**src/rtl/mem2_load_align.sv**
```systemverilog
// mem2_load_align: second memory stage.
// Waits for the DCache response of the load issued in mem1, aligns and
// sign/zero-extends it, merges it with non-load results, and registers the
// outcome towards WB. Responses that belong to a flushed load are drained
// and discarded.
// Optional build macro: MEM2_LOAD_FWD_EN (forward load data as soon as it
// arrives instead of only non-load results).
module mem2_load_align #(
    parameter int DATA_WIDTH = 32,
    parameter int ADDR_WIDTH = 32
) (
    input  logic                  clk,
    input  logic                  rst,
    input  logic                  flush,
    input  logic                  clear,
    input  logic                  advance,
    output logic                  advance_ready,
    input  logic                  m1_valid,
    input  logic [ADDR_WIDTH-1:0] m1_pc,
    input  logic                  m1_excp,
    input  logic                  m1_load,
    input  logic [2:0]            m1_ld_type,
    input  logic [1:0]            m1_addr_lo,
    input  logic                  m1_wreg,
    input  logic [4:0]            m1_waddr,
    input  logic [DATA_WIDTH-1:0] m1_wdata,
    input  logic                  dcache_rvalid_i,
    input  logic [DATA_WIDTH-1:0] dcache_rdata_i,
    output logic                  fwd_wreg,
    output logic                  fwd_valid,
    output logic [4:0]            fwd_waddr,
    output logic [DATA_WIDTH-1:0] fwd_wdata,
    output logic                  wb_valid,
    output logic [ADDR_WIDTH-1:0] wb_pc,
    output logic                  wb_excp,
    output logic                  wb_wreg,
    output logic [4:0]            wb_waddr,
    output logic [DATA_WIDTH-1:0] wb_wdata
);

    typedef enum logic [1:0] {
        ST_IDLE  = 2'd0,
        ST_WAIT  = 2'd1,
        ST_DRAIN = 2'd2
    } state_e;

    state_e                  state_q;
    state_e                  state_d;
    logic                    hold_vld_q;
    logic                    hold_vld_d;
    logic [DATA_WIDTH-1:0]   data_hold_q;
    logic [DATA_WIDTH-1:0]   data_hold_d;

    logic                    need_data_s;
    logic                    rsp_use_s;
    logic [DATA_WIDTH-1:0]   ld_raw_s;
    logic [DATA_WIDTH-1:0]   sh_s;
    logic [DATA_WIDTH-1:0]   aligned_s;
    logic [DATA_WIDTH-1:0]   result_s;

    // A load that really needs data from the DCache (exceptions never wait).
    assign need_data_s = m1_valid & m1_load & ~m1_excp;

    // A response arriving in DRAIN belongs to a flushed load and is ignored.
    assign rsp_use_s   = dcache_rvalid_i & (state_q != ST_DRAIN);

    assign ld_raw_s    = rsp_use_s ? dcache_rdata_i : data_hold_q;
    assign sh_s        = ld_raw_s >> {m1_addr_lo, 3'b000};

    // Extend the shifted word according to the load type.
    always_comb begin
        aligned_s = ld_raw_s;
        case (m1_ld_type)
            3'b000:  aligned_s = {{(DATA_WIDTH-8){sh_s[7]}}, sh_s[7:0]};
            3'b001:  aligned_s = {{(DATA_WIDTH-8){1'b0}}, sh_s[7:0]};
            3'b010:  aligned_s = {{(DATA_WIDTH-16){sh_s[15]}}, sh_s[15:0]};
            3'b011:  aligned_s = {{(DATA_WIDTH-16){1'b0}}, sh_s[15:0]};
            3'b100:  aligned_s = ld_raw_s;
            default: aligned_s = ld_raw_s;
        endcase
    end

    assign result_s      = need_data_s ? aligned_s : m1_wdata;

    // Stalls only while a needed load has neither a usable pulse nor held data.
    assign advance_ready = ~need_data_s | rsp_use_s | hold_vld_q;

    assign fwd_wreg      = m1_valid & m1_wreg & ~m1_excp;
    assign fwd_waddr     = m1_waddr;
    assign fwd_wdata     = result_s;
`ifdef MEM2_LOAD_FWD_EN
    assign fwd_valid     = ~need_data_s | rsp_use_s | hold_vld_q;
`else
    assign fwd_valid     = ~need_data_s;
`endif

    // Next-state logic for the outstanding-load tracker.
    always_comb begin
        state_d = state_q;
        case (state_q)
            ST_IDLE: begin
                if (need_data_s & ~dcache_rvalid_i & ~hold_vld_q) begin
                    // A load flushed before its response must still be drained.
                    state_d = flush ? ST_DRAIN : ST_WAIT;
                end else begin
                    state_d = ST_IDLE;
                end
            end
            ST_WAIT: begin
                if (dcache_rvalid_i) begin
                    state_d = ST_IDLE;
                end else if (flush) begin
                    state_d = ST_DRAIN;
                end else begin
                    state_d = ST_WAIT;
                end
            end
            ST_DRAIN: begin
                if (dcache_rvalid_i) begin
                    state_d = ST_IDLE;
                end else begin
                    state_d = ST_DRAIN;
                end
            end
            default: state_d = ST_IDLE;
        endcase
    end

    // Hold a response that arrives while the stage cannot advance.
    always_comb begin
        hold_vld_d  = hold_vld_q;
        data_hold_d = data_hold_q;
        if (flush | advance) begin
            hold_vld_d = 1'b0;
        end else if (rsp_use_s & need_data_s) begin
            hold_vld_d  = 1'b1;
            data_hold_d = dcache_rdata_i;
        end else begin
            hold_vld_d  = hold_vld_q;
        end
    end

    // FSM state and load-data hold registers.
    always_ff @(posedge clk or negedge rst) begin
        if (!rst) begin
            state_q     <= ST_IDLE;
            hold_vld_q  <= 1'b0;
            data_hold_q <= {DATA_WIDTH{1'b0}};
        end else begin
            state_q     <= state_d;
            hold_vld_q  <= hold_vld_d;
            data_hold_q <= data_hold_d;
        end
    end

    // mem2->wb pipeline register.
    always_ff @(posedge clk or negedge rst) begin
        if (!rst) begin
            wb_valid <= 1'b0;
            wb_pc    <= {ADDR_WIDTH{1'b0}};
            wb_excp  <= 1'b0;
            wb_wreg  <= 1'b0;
            wb_waddr <= 5'd0;
            wb_wdata <= {DATA_WIDTH{1'b0}};
        end else if (flush | clear) begin
            wb_valid <= 1'b0;
            wb_pc    <= {ADDR_WIDTH{1'b0}};
            wb_excp  <= 1'b0;
            wb_wreg  <= 1'b0;
            wb_waddr <= 5'd0;
            wb_wdata <= {DATA_WIDTH{1'b0}};
        end else if (advance) begin
            wb_valid <= m1_valid;
            wb_pc    <= m1_pc;
            wb_excp  <= m1_excp;
            wb_wreg  <= m1_wreg & ~m1_excp;
            wb_waddr <= m1_waddr;
            wb_wdata <= result_s;
        end else begin
            wb_valid <= wb_valid;
            wb_pc    <= wb_pc;
            wb_excp  <= wb_excp;
            wb_wreg  <= wb_wreg;
            wb_waddr <= wb_waddr;
            wb_wdata <= wb_wdata;
        end
    end

endmodule

```
**config.mk**
```make
export PLATFORM = sky130hd
export DESIGN_NAME = mem2_load_align
export DESIGN_NICKNAME = d
export VERILOG_FILES = /design/src/rtl/mem2_load_align.sv
export SDC_FILE = /design/constraint.sdc
export NUM_CORES = 1
export LEC_CHECK = 0
export BUFFER_PORTS_ARGS = -buffer_cell sky130_fd_sc_hd__buf_2
export CAP_MARGIN = 5
export CORE_MARGIN = 4
export CORE_UTILIZATION = 44
export DETAILED_ROUTE_END_ITERATION = 6
export PLACE_DENSITY = 0.83
export SYNTH_ARGS = -nofsm -noshare
export SYNTH_HDL_FRONTEND = slang
export SYNTH_SLANG_ARGS = --single-unit
```
**constraint.sdc**
```tcl
create_clock -name clk -period 2.1 [get_ports clk]
set_clock_uncertainty 0.05 [all_clocks]
set_input_delay 0 -clock clk [delete_from_list [all_inputs] [get_ports clk]]
set_output_delay 0 -clock clk [all_outputs]
set_load 0.02 [all_outputs]
```
==> results.md, run 1 <==
- Status: finished, violations left
- Failing checks: setup timing
- RSZ-0062 raised after global routing: true
- Root buf cell: clkbuf_16
- Leading post-synthesis cells by cell area: dfrtp_1, a22o_1, mux2_2
- Post-route ant nets: 0
- Maximum number of pins on one net before global-route repair: 56
- Core ar.: 12200 um2
- All-Layer GR Usage: 31.7%
- Psw: 0.00176 W
- Yosys cell types: 55
- Slew @ Worst Pin: 0.953 ns
- Sink Count: 107
- Crit Path Max Fanout: 6
- Min Tclk post-route: 2.47 ns
- CP arrival: 2.42 ns
- Post-synthesis sequential area ratio: 48.2%
- Vias in the first global route: 6361
- Number of vias per cell: 6.12
- Grt ovf: 0
- Top-area cell type share of the netlist area: 48.2%
- Internal Power: 0.00392 W
- Post-Syn Nets: 607
- H-tree depth: 3
- Required time of the critical path: 2.05 ns
- Worst Setup End Kind: output port
- Top-count cell post-synth: dfrtp_1
- Fin nets: 964
- Setup TNS: -12.07 ns
- CP startpoint kind: register
- Setup ws final: -0.372 ns
- Cell area after synthesis: 5560 um2
- Sw frac: 31.0%
- Synth top cells by count: dfrtp_1, nand2_1, a22o_1, mux2_2, clkbuf_1
- Worst skew pair latency: 0.36 ns
- Pre-antenna DRT Iters: 5
- Routed wire length: 23.8 mm
- Clock power share: 30.6%
- Post-DP HPWL: 15.0 mm
- Util after Layout: 73.6%
- Mapped Avg Cell Area: 11.3 um2
- Crit Path Class: reg -> out
- Power density cells: 634 nW/um2
- Via count: 6263
- Peak supply drop: 0.000441 V
- Overall Power: 0.00568 W
- Synth Register Bits: 107
- IO Count: 228
- Row count: 40
- Max Buffers Root-to-Sink: 2
- Relative slew slack: 36.3%
- Dominant synthesized flop cell: dfrtp_1
- DRT iter0 DRCs: 799
- Yosys warning total: 0
- Synth Instances: 491
- CTS tree: done
- Maximum clock frequency: 0.405 GHz
- Dpl ws: -0.214 ns
- Layout cell share with drive strength beyond 1: 49.2%
- Post-route DRC: 0
- Reg clk slew, reported paths: 0.08 ns
- Pins over their slew limit: 0
- Die H: 120 um
- Cell taking the most area after synthesis: dfrtp_1
- Final cycle utilization of the critical path: 118%
- # setup viols final: 57
- Initial antenna violation count: 3
- Fraction of registers with async set/reset: 100%
- Area Overhead vs Synth: 61.1%
- CTS Buf Count: 9
- First-pass GRT wire length: 35.7 mm
- FILL cells: 770
- Final Wtd Congestion: 0.960
- Hold Violations, Final: 0
- HP Class: in -> reg
- DR WL/cell: 23.3 um
- Number of flops mapped to enable cells by yosys: 0
- Gate power share: 27.8%
- Buffers on Ports: 227
- Leakage power: 4.53 nW
- Reg power frac: 41.6%
- Initial Util: 45.7%
- Maxcap violations: 0
- Die area: 14500 um2
- Horiz. Die Dim: 120 um
## cells in the final DEF, fill, tap and decap left out, types with 4 or more instances in the layout
master,n
buf_2,197
mux2_1,12
o211ai_2,10
nor2_4,4
o21ai_2,6
buf_6,30
mux2i_1,11
o21ai_1,5
buf_12,4
dfrtp_1,107
o211ai_1,7
a22o_1,51
buf_4,57
a21oi_1,18
mux4_2,8
and3_1,6
nand2_1,52
inv_1,4
nor2_1,16
nand3_1,7
clkbuf_16,9
mux2_4,4
mux2_2,28
a22oi_1,11
dlygate4sd3_1,98
o2bb2ai_1,4
o21ai_0,7
o31ai_2,4
a221oi_2,4
nand2_2,12
## flip-flops by register name (all words and copies together), names as in the netlist
signal       count
data_hold_q     32
hold_vld_q       1
state_q          2
wb_excp          1
wb_pc           32
wb_valid         1
wb_waddr         5
wb_wdata        32
wb_wreg          1
## per-stage QoR
| stage | area (um2) | cells | hold slack [ns] |
|---|---|---|---|
| final | 8950 | 1024 | 0.0244 |
| after floorplan | 5580 | 491 | -0.346 |
| after global placement | 7110 | 892 | -0.0228 |
| after global routing | 8950 | 1023 | 0.0277 |
| after detailed placement | 7110 | 892 | -0.0110 |
| after CTS | 8810 | 1016 | 0.00497 |
## final cells by class
class	instances	area [um2]	share of cell area, %
diodes	3	7.51	0.0839
clock inverters	7	76.3	0.853
inverters	8	32.5	0.363
flip-flops and latches	107	2680	29.9
well taps	168	210	2.35
clock buffers	9	225	2.52
repair buffers	386	2810	31.4
multi-input cells	336	2910	32.5
## final timing paths
path                            cells past startpoint       startpoint  slack (ns)              end
worst max register to register                     10       state_q[1]       -0.20     wb_wdata[31]
min in group asynchronous                           2              rst        0.15        wb_pc[24]
worst max-delay path                                8       state_q[1]       -0.37    fwd_wdata[10]
worst min register to register                      1  data_hold_q[19]        0.44  data_hold_q[19]
max in group asynchronous                           3              rst        1.18     wb_wdata[26]
worst min-delay path                                4      m1_wdata[3]        0.02      wb_wdata[3]
## critical path, cell delays in order (launching register included)
cell,delay [ns]
dfrtp_1,0.39
and2b_4,0.21
nor2_8,0.17
buf_4,0.20
mux2_4,0.34
a221oi_2,0.32
o21ai_2,0.12
buf_4,0.15
buf_2,0.15
## cells by family (layout without fill, tap and decap cells)
logic type | after synthesis | in the layout | synth area share [%]
AND/OR/NAND/NOR | 116 | 117 | 9.82
other | 0 | 3 | 0
multiplexers | 66 | 66 | 15.0
buffers and inverters | 49 | 410 | 4.66
flip-flops | 107 | 107 | 48.2
AO/OA/AOI/OAI | 153 | 153 | 22.4
## layer usage
layer	track usage [%]	up-vias	routed length [um]
met4	19.8	2	1600
met1	37.5	3027	8400
met3	6.22	148	2230
met5	0	-	18
li1	-	2555	-
met2	53.1	531	11600
## what timing repair did
item,CTS,global route
endpoints found under the hold margin,137,0
pin swaps,13,12
buffers inserted,8,6
hold buffers,98,0
gates resized for setup,100,21
setup endpoints to repair,49,64
gates cloned,2,0
## power by group through the flow
stage | Combinational, W | Sequential, W | Clock (W)
6_report | 0.00158 | 0.00236 | 0.00174
3_3_place_gp | 0.00114 | 0.00236 | 0
5_1_grt | 0.00166 | 0.00238 | 0.00184
2_1_floorplan | 0.000638 | 0.00240 | 0
4_1_cts | 0.00145 | 0.00234 | 0.00175
3_5_place_dp | 0.00117 | 0.00238 | 0
(Power assumes the default switching activity.)
==> inputs of run 2 (changes only) <==
SETUP_SLACK_MARGIN = 0.2   (was default)
==> run 2 against run 1 <==
The flow still finishes with violations (setup timing). Worst setup slack worse by 0.17 ns. Maximum frequency decreased by 6.5%. Cell count grew 1.6%. Hold slack got worse by 0.014 ns. Critical endpoint is now fwd_wdata[13]. Largest cell class unchanged. Highest routed layer is now met4.
==> results.md, run 2 (same netlist as run 1, synthesis figures left out) <==
- Max Buffers Root-to-Sink: 2 (unchanged)
- Initial Util: 45.7% (unchanged)
- Setup TNS: -18.03 ns (was -12.07 ns)
- Worst Setup End Kind: output port (unchanged)
- Post-DP HPWL: 14.5 mm (was 15.0 mm)
- All-Layer GR Usage: 31.5% (was 31.7%)
- Reg power frac: 39.5% (was 41.6%)
- Setup ws final: -0.544 ns (was -0.372 ns)
- Final cycle utilization of the critical path: 126% (was 118%)
- Min Tclk post-route: 2.64 ns (was 2.47 ns)
- Via count: 6514 (was 6263)
- Maxcap violations: 0 (unchanged)
- Failing checks: setup timing (unchanged)
- Routed wire length: 26.5 mm (was 23.8 mm)
- Most frequent cells in the layout: buf_2, dfrtp_1, dlygate4sd3_1 (unchanged)
- Post-route DRC: 0 (unchanged)
- Hold Violations, Final: 0 (unchanged)
- Crit Path Class: reg -> out (unchanged)
- Number of vias per cell: 6.26 (was 6.12)
- Buffers on Ports: 227 (unchanged)
- Maximum clock frequency: 0.378 GHz (was 0.405 GHz)
- DRT iter0 DRCs: 924 (was 799)
- Die area: 14500 um2 (unchanged)
- DR WL/cell: 25.5 um (was 23.3 um)
- CP startpoint kind: register (unchanged)
- Die H: 120 um (unchanged)
- HP Class: in -> reg (unchanged)
- Top Registers: data_hold_q (32), wb_pc (32), wb_wdata (32) (unchanged)
- Power density cells: 625 nW/um2 (was 634 nW/um2)
- Horiz. Die Dim: 120 um (unchanged)
- Layout cell share with drive strength beyond 1: 53.9% (was 49.2%)
- Grt ovf: 0 (unchanged)
- Initial antenna violation count: 3 (unchanged)
- Leading cell type in the layout, fill and taps excluded: buf_2 (unchanged)
- Psw: 0.00191 W (was 0.00176 W)
- Maximum number of pins on one net before global-route repair: 73 (was 56)
- Clock power share: 29.5% (was 30.6%)
- Leakage power: 4.88 nW (was 4.53 nW)
- Internal Power: 0.00410 W (was 0.00392 W)
- Required time of the critical path: 2.05 ns (about the same)
- Sw frac: 31.8% (was 31.0%)
- Reg clk slew, reported paths: 0.07 ns (was 0.08 ns)
- RSZ-0062 raised after global routing: true (unchanged)
- Relative slew slack: 29.9% (was 36.3%)
- Vias in the first global route: 6273 (was 6361)
- CP arrival: 2.59 ns (was 2.42 ns)
- Status: finished, violations left (unchanged)
- Root buf cell: clkbuf_16 (unchanged)
- Pins over their slew limit: 0 (unchanged)
- Area Overhead vs Synth: 73.3% (was 61.1%)
- Sink Count: 107 (unchanged)
- Worst skew pair latency: 0.36 ns (about the same)
- Pre-antenna DRT Iters: 7 (was 5)
- Core ar.: 12200 um2 (unchanged)
- Slew @ Worst Pin: 1.04 ns (was 0.953 ns)
- Row count: 40 (unchanged)
- IO Count: 228 (unchanged)
- Dpl ws: -0.123 ns (was -0.214 ns)
- Worst hold margin: 0.0106 ns (was 0.0244 ns)
- CTS Buf Count: 9 (unchanged)
- Crit Path Max Fanout: 7 (was 6)
- First-pass GRT wire length: 35.6 mm (was 35.7 mm)
- Fin nets: 979 (was 964)
- CTS tree: done (unchanged)
- Peak supply drop: 0.000432 V (was 0.000441 V)
- H-tree depth: 3 (unchanged)
- Gate power share: 31.1% (was 27.8%)
- Placed Cells incl. Taps: 884 (was 892)
- Finished Layout Cells: 1040 (was 1024)
- Post-route ant nets: 0 (unchanged)
- Final Wtd Congestion: 0.960 (about the same)
- # setup viols final: 64 (was 57)
[run 2: cell types whose count changed in the layout (fill, tap and decap cells not counted), sizes merged]
cell and delta:
clkinv +2, clkbuf +3, dlygate4sd3 -4, nor2 -1
diode +1, buf +17, clkinvlp -2
[run 2: layer usage]
layer | track usage (%) | vias up | wire length (um)
li1 | - | 2580 | -
met1 | 37.7 | 3159 | 9200
met2 | 53.4 | 615 | 12700
met3 | 5.52 | 160 | 2870
met4 | 18.1 | 0 | 1730
met5 | 0 | - | 0
[run 2: path summary, 6_finish.rpt]
check | to | start | slack, ns | cells past startpoint
min in group asynchronous | wb_pc[27] | rst | 0.08 | 2
max in group asynchronous | wb_pc[10] | rst | 1.20 | 3
max reg2reg | wb_wdata[13] | state_q[0] | -0.47 | 9
min reg2reg | wb_wdata[24] | wb_wdata[24] | 0.44 | 2
min | wb_wdata[22] | m1_wdata[22] | 0.01 | 3
max | fwd_wdata[13] | state_q[0] | -0.54 | 8
[run 2: repair_timing]
action,4_1_cts,5_1_grt
endpoints found under the hold margin,172,0
gates cloned,2,3
pin swaps,28,12
hold buffers,94,0
setup endpoints to repair,65,95
resized for setup,155,48
buffers inserted,28,9
[run 2: area by class of cell]
| cell class | count | area, um2 |
|---|---|---|
| multi-input combinational | 335 | 3240 |
| sequential | 107 | 2680 |
| clock inverter | 7 | 77.6 |
| antenna | 4 | 10.0 |
| clock buffer | 9 | 225 |
| timing repair buffer | 402 | 3160 |
| inverter | 8 | 32.5 |
| fill | 612 | 2530 |
| tap | 168 | 210 |
[run 2: critical path, stage by stage, from the launching register on]
cell	delay, ns
dfrtp_1	0.37
and2b_4	0.22
nor2_8	0.16
buf_6	0.14
mux4_2	0.57
a221oi_2	0.36
o21ai_2	0.13
buf_4	0.16
buf_6	0.12
[run 2: power by group through the flow]
stage / registers [W] / clock network, W / logic, W
global route: 0.00239 / 0.00185 / 0.00193
CTS: 0.00234 / 0.00176 / 0.00161
global placement: 0.00236 / 0 / 0.00117
floorplan: 0.00240 / 0 / 0.000689
detailed placement: 0.00237 / 0 / 0.00121
finish: 0.00238 / 0.00177 / 0.00187
[run 2: through the flow]
stage                     total power, W  utilization [%]  cell area (um2)
final                            0.00602             79.2             9630
after global routing             0.00617             79.2             9630
after CTS                        0.00571             76.1             9260
after detailed placement         0.00358             59.2             7200
after global placement           0.00354             59.2             7200
after floorplan                  0.00309                -             5710
==> inputs of run 3 (changes only) <==
BUFFER_PORTS_ARGS = default   (was -buffer_cell sky130_fd_sc_hd__buf_2)
CORE_UTILIZATION = 55   (was 44)
DONT_BUFFER_PORTS = 1   (was default)
PLACE_DENSITY = 0.79   (was 0.83)
==> run 3 against run 2 <==
The run ends with hold timing, setup timing left. Core utilization rose by 8.3 points. Count of clock-buffer cells in the layout did not move. Hold slack got worse by 0.77 ns. Die area fell by 19%. Critical endpoint is now fwd_wdata[28]. Via count fell by 13%. Largest power group unchanged. Worst setup slack improved by 0.098 ns.
==> results.md, run 3 (same netlist as run 1, synthesis figures left out) <==
- Crit path cell chain: and2b_4 -> nor2_8 -> buf_6 -> buf_4 -> buf_4 -> nand2_1 -> a21oi_1 -> a21oi_1 -> nand2_8 (was and2b_4 -> nor2_8 -> buf_6 -> mux4_2 -> a221oi_2 -> o21ai_2 -> buf_4 -> buf_6)
- Crit Path Class: reg -> out (unchanged)
- Reg-to-reg slack, setup: -0.33 ns (was -0.47 ns)
- Failing checks: hold timing, setup timing (was setup timing)
- Crit path depth: 9 (was 8)
- Leading cell type in the layout, fill and taps excluded: dlygate4sd3_1 (was buf_2)
- All-Layer GR Usage: 34.6% (was 31.5%)
- H-tree depth: 3 (unchanged)
- Peak supply drop: 0.000410 V (was 0.000432 V)
- Top Registers: data_hold_q (32), wb_pc (32), wb_wdata (32) (unchanged)
- Worst skew pair latency: 0.40 ns (was 0.36 ns)
- Antenna diodes: 0 (was 4)
- Final Wtd Congestion: 0.946 (was 0.960)
- Busiest layer in global routing: met2 (unchanged)
- Worst Setup End Kind: output port (unchanged)
- RSZ-0062 raised after global routing: true (unchanged)
- Core ar.: 9820 um2 (was 12200 um2)
- Setup ws final: -0.446 ns (was -0.544 ns)
- Maximum clock frequency: 0.393 GHz (was 0.378 GHz)
- Vias in the first global route: 5416 (was 6273)
- Relative slew slack: 28.8% (was 29.9%)
- Leakage power: 3.92 nW (was 4.88 nW)
- Fin nets: 774 (was 979)
- Power density cells: 638 nW/um2 (was 625 nW/um2)
- Area Overhead vs Synth: 54.7% (was 73.3%)
- Pre-antenna DRT Iters: 5 (was 7)
- Initial antenna violation count: 0 (was 3)
- Critical path endpoint: fwd_wdata[28] (was fwd_wdata[13])
- Hold Violations, Final: 107 (was 0)
- Slew @ Worst Pin: 1.06 ns (was 1.04 ns)
- Buffers on Ports: 0 (was 227)
- Placed Instance Area: 6060 um2 (was 7200 um2)
- WP buf/inv: 3 (unchanged)
- FILL cells: 370 (was 612)
- Grt ovf: 0 (unchanged)
- Die area: 11800 um2 (was 14500 um2)
- Horiz. Die Dim: 109 um (was 120 um)
- Post-DP HPWL: 12.7 mm (was 14.5 mm)
- Footprint of the multi-input gates: 3430 um2 (was 3240 um2)
- Max Buffers Root-to-Sink: 2 (unchanged)
- Final cycle utilization of the critical path: 121% (was 126%)
- Post-route cell area: 8600 um2 (was 9630 um2)
- DR WL/cell: 30.7 um (was 25.5 um)
- Status: finished, violations left (unchanged)
- Maximum number of pins on one net before global-route repair: 108 (was 73)
- Layout cell share with drive strength beyond 1: 38.6% (was 53.9%)
- Maxcap violations: 0 (unchanged)
- Crit Path Max Fanout: 5 (was 7)
- Sink Count: 107 (unchanged)
- First-pass GRT wire length: 30.7 mm (was 35.6 mm)
- Root buf cell: clkbuf_8 (was clkbuf_16)
- Worst hold margin: -0.755 ns (was 0.0106 ns)
- FF-to-FF End: wb_wdata[8] (was wb_wdata[13])
- GR met1 Demand/Resource: 39.4% (was 37.7%)
- CP Launch Point: state_q[0] (unchanged)
- Reg2Reg Launch Point: state_q[0] (unchanged)
- Min Tclk post-route: 2.55 ns (was 2.64 ns)
- Worst path max stage delay: 0.52 ns (was 0.57 ns)
- Post-route ant nets: 0 (unchanged)
- Met2 Usage GRT: 57.8% (was 53.4%)
- # setup viols final: 70 (was 64)
- Worst r2r path cells: 8 (was 9)
- IO Count: 228 (unchanged)
- Number of vias per cell: 7.13 (was 6.26)
- Die H: 109 um (was 120 um)
- Row count: 36 (was 40)
- Routed wire length: 24.4 mm (was 26.5 mm)
- Util after Layout: 87.5% (was 79.2%)
- Slowest CP cell: a21oi_1 (was mux4_2)
- M3 GR Usage: 9.43% (was 5.52%)
- Via count: 5673 (was 6514)
- Required time of the critical path: 2.05 ns (about the same)
- HP Class: in -> async (was in -> reg)
- CP arrival: 2.50 ns (was 2.59 ns)
- Reg area: 2680 um2 (unchanged)
- CP startpoint kind: register (unchanged)
- DRT iter0 DRCs: 637 (was 924)
- Initial Util: 56.6% (was 45.7%)
- CTS tree: done (unchanged)
- Most frequent cells in the layout: dlygate4sd3_1, dfrtp_1, a22o_1 (was buf_2, dfrtp_1, dlygate4sd3_1)
- Cts hold-fix bufs: 109 (was 94)
- Reg clk slew, reported paths: 0.12 ns (was 0.07 ns)
- CTS Buf Count: 9 (unchanged)
- Pins over their slew limit: 0 (unchanged)
- CP delay by family, top: compound AO/OA/AOI/OAI gates (was multiplexers)
- Post-route DRC: 0 (unchanged)
## run 3: cell types whose count changed in the layout (fill, tap and decap cells not counted), sizes merged
cell / delta
dlygate4sd3: +15
buf: -220
clkinv: -3
clkbuf: -1
bufinv: +1
diode: -4
nor2: +1
inv: +2
## run 3: timing repair
action | 4_1_cts | 5_1_grt
gates resized for setup | 119 | 62
endpoints found under the hold margin | 218 | 107
pin swaps | 37 | 26
buffers inserted | 22 | 11
cloned | 5 | 2
setup endpoints to repair | 66 | 96
## run 3: worst min path at each step
stage,endpoint,slack (ns),from,cells after the start
2_1_floorplan,data_hold_q[0],-0.35,rst,0
3_3_place_gp,wb_pc[25],-0.34,rst,0
3_5_place_dp,wb_pc[25],-0.34,rst,0
4_1_cts,wb_pc[25],-0.76,rst,0
5_1_grt,wb_wdata[1],-0.78,rst,0
6_report,wb_pc[25],-0.76,rst,0
## run 3: through the flow
stage / setup TNS, ns / hold WS, ns / std cells / total power (W) / worst slack [ns]
5_1_grt: -20.24 / -0.777 / 796 / 0.00559 / -0.468
6_report: -17.81 / -0.755 / 796 / 0.00549 / -0.446
4_1_cts: -9.38 / -0.756 / 783 / 0.00515 / -0.285
2_1_floorplan: -0.00153 / -0.346 / 491 / 0.00309 / -0.000512
3_3_place_gp: -0.499 / -0.342 / 631 / 0.00329 / -0.137
3_5_place_dp: -1.35 / -0.342 / 631 / 0.00332 / -0.120
## run 3: routing by layer
layer,vias up,part of all wire (%)
met5,-,0
met1,2740,33
met4,0,7.6
met3,173,11
li1,2174,-
met2,586,48
## run 3: final cells by class
cell class | instances | share of cell area [%]
timing repair buffer | 196 | 23.9
sequential | 107 | 31.1
multi-input combinational | 336 | 39.9
clock inverter | 7 | 1.24
inverter | 8 | 0.378
clock buffer | 9 | 1.44
tap | 133 | 1.94
## run 3: power by group
group	leakage, nW	switching, W	total (W)	internal (W)
sequential	1.44	0.000223	0.00245	0.00222
combinational	2.37	0.000738	0.00154	0.000802
clock	0.116	0.000806	0.00150	0.000694
total	3.92	0.00177	0.00549	0.00372
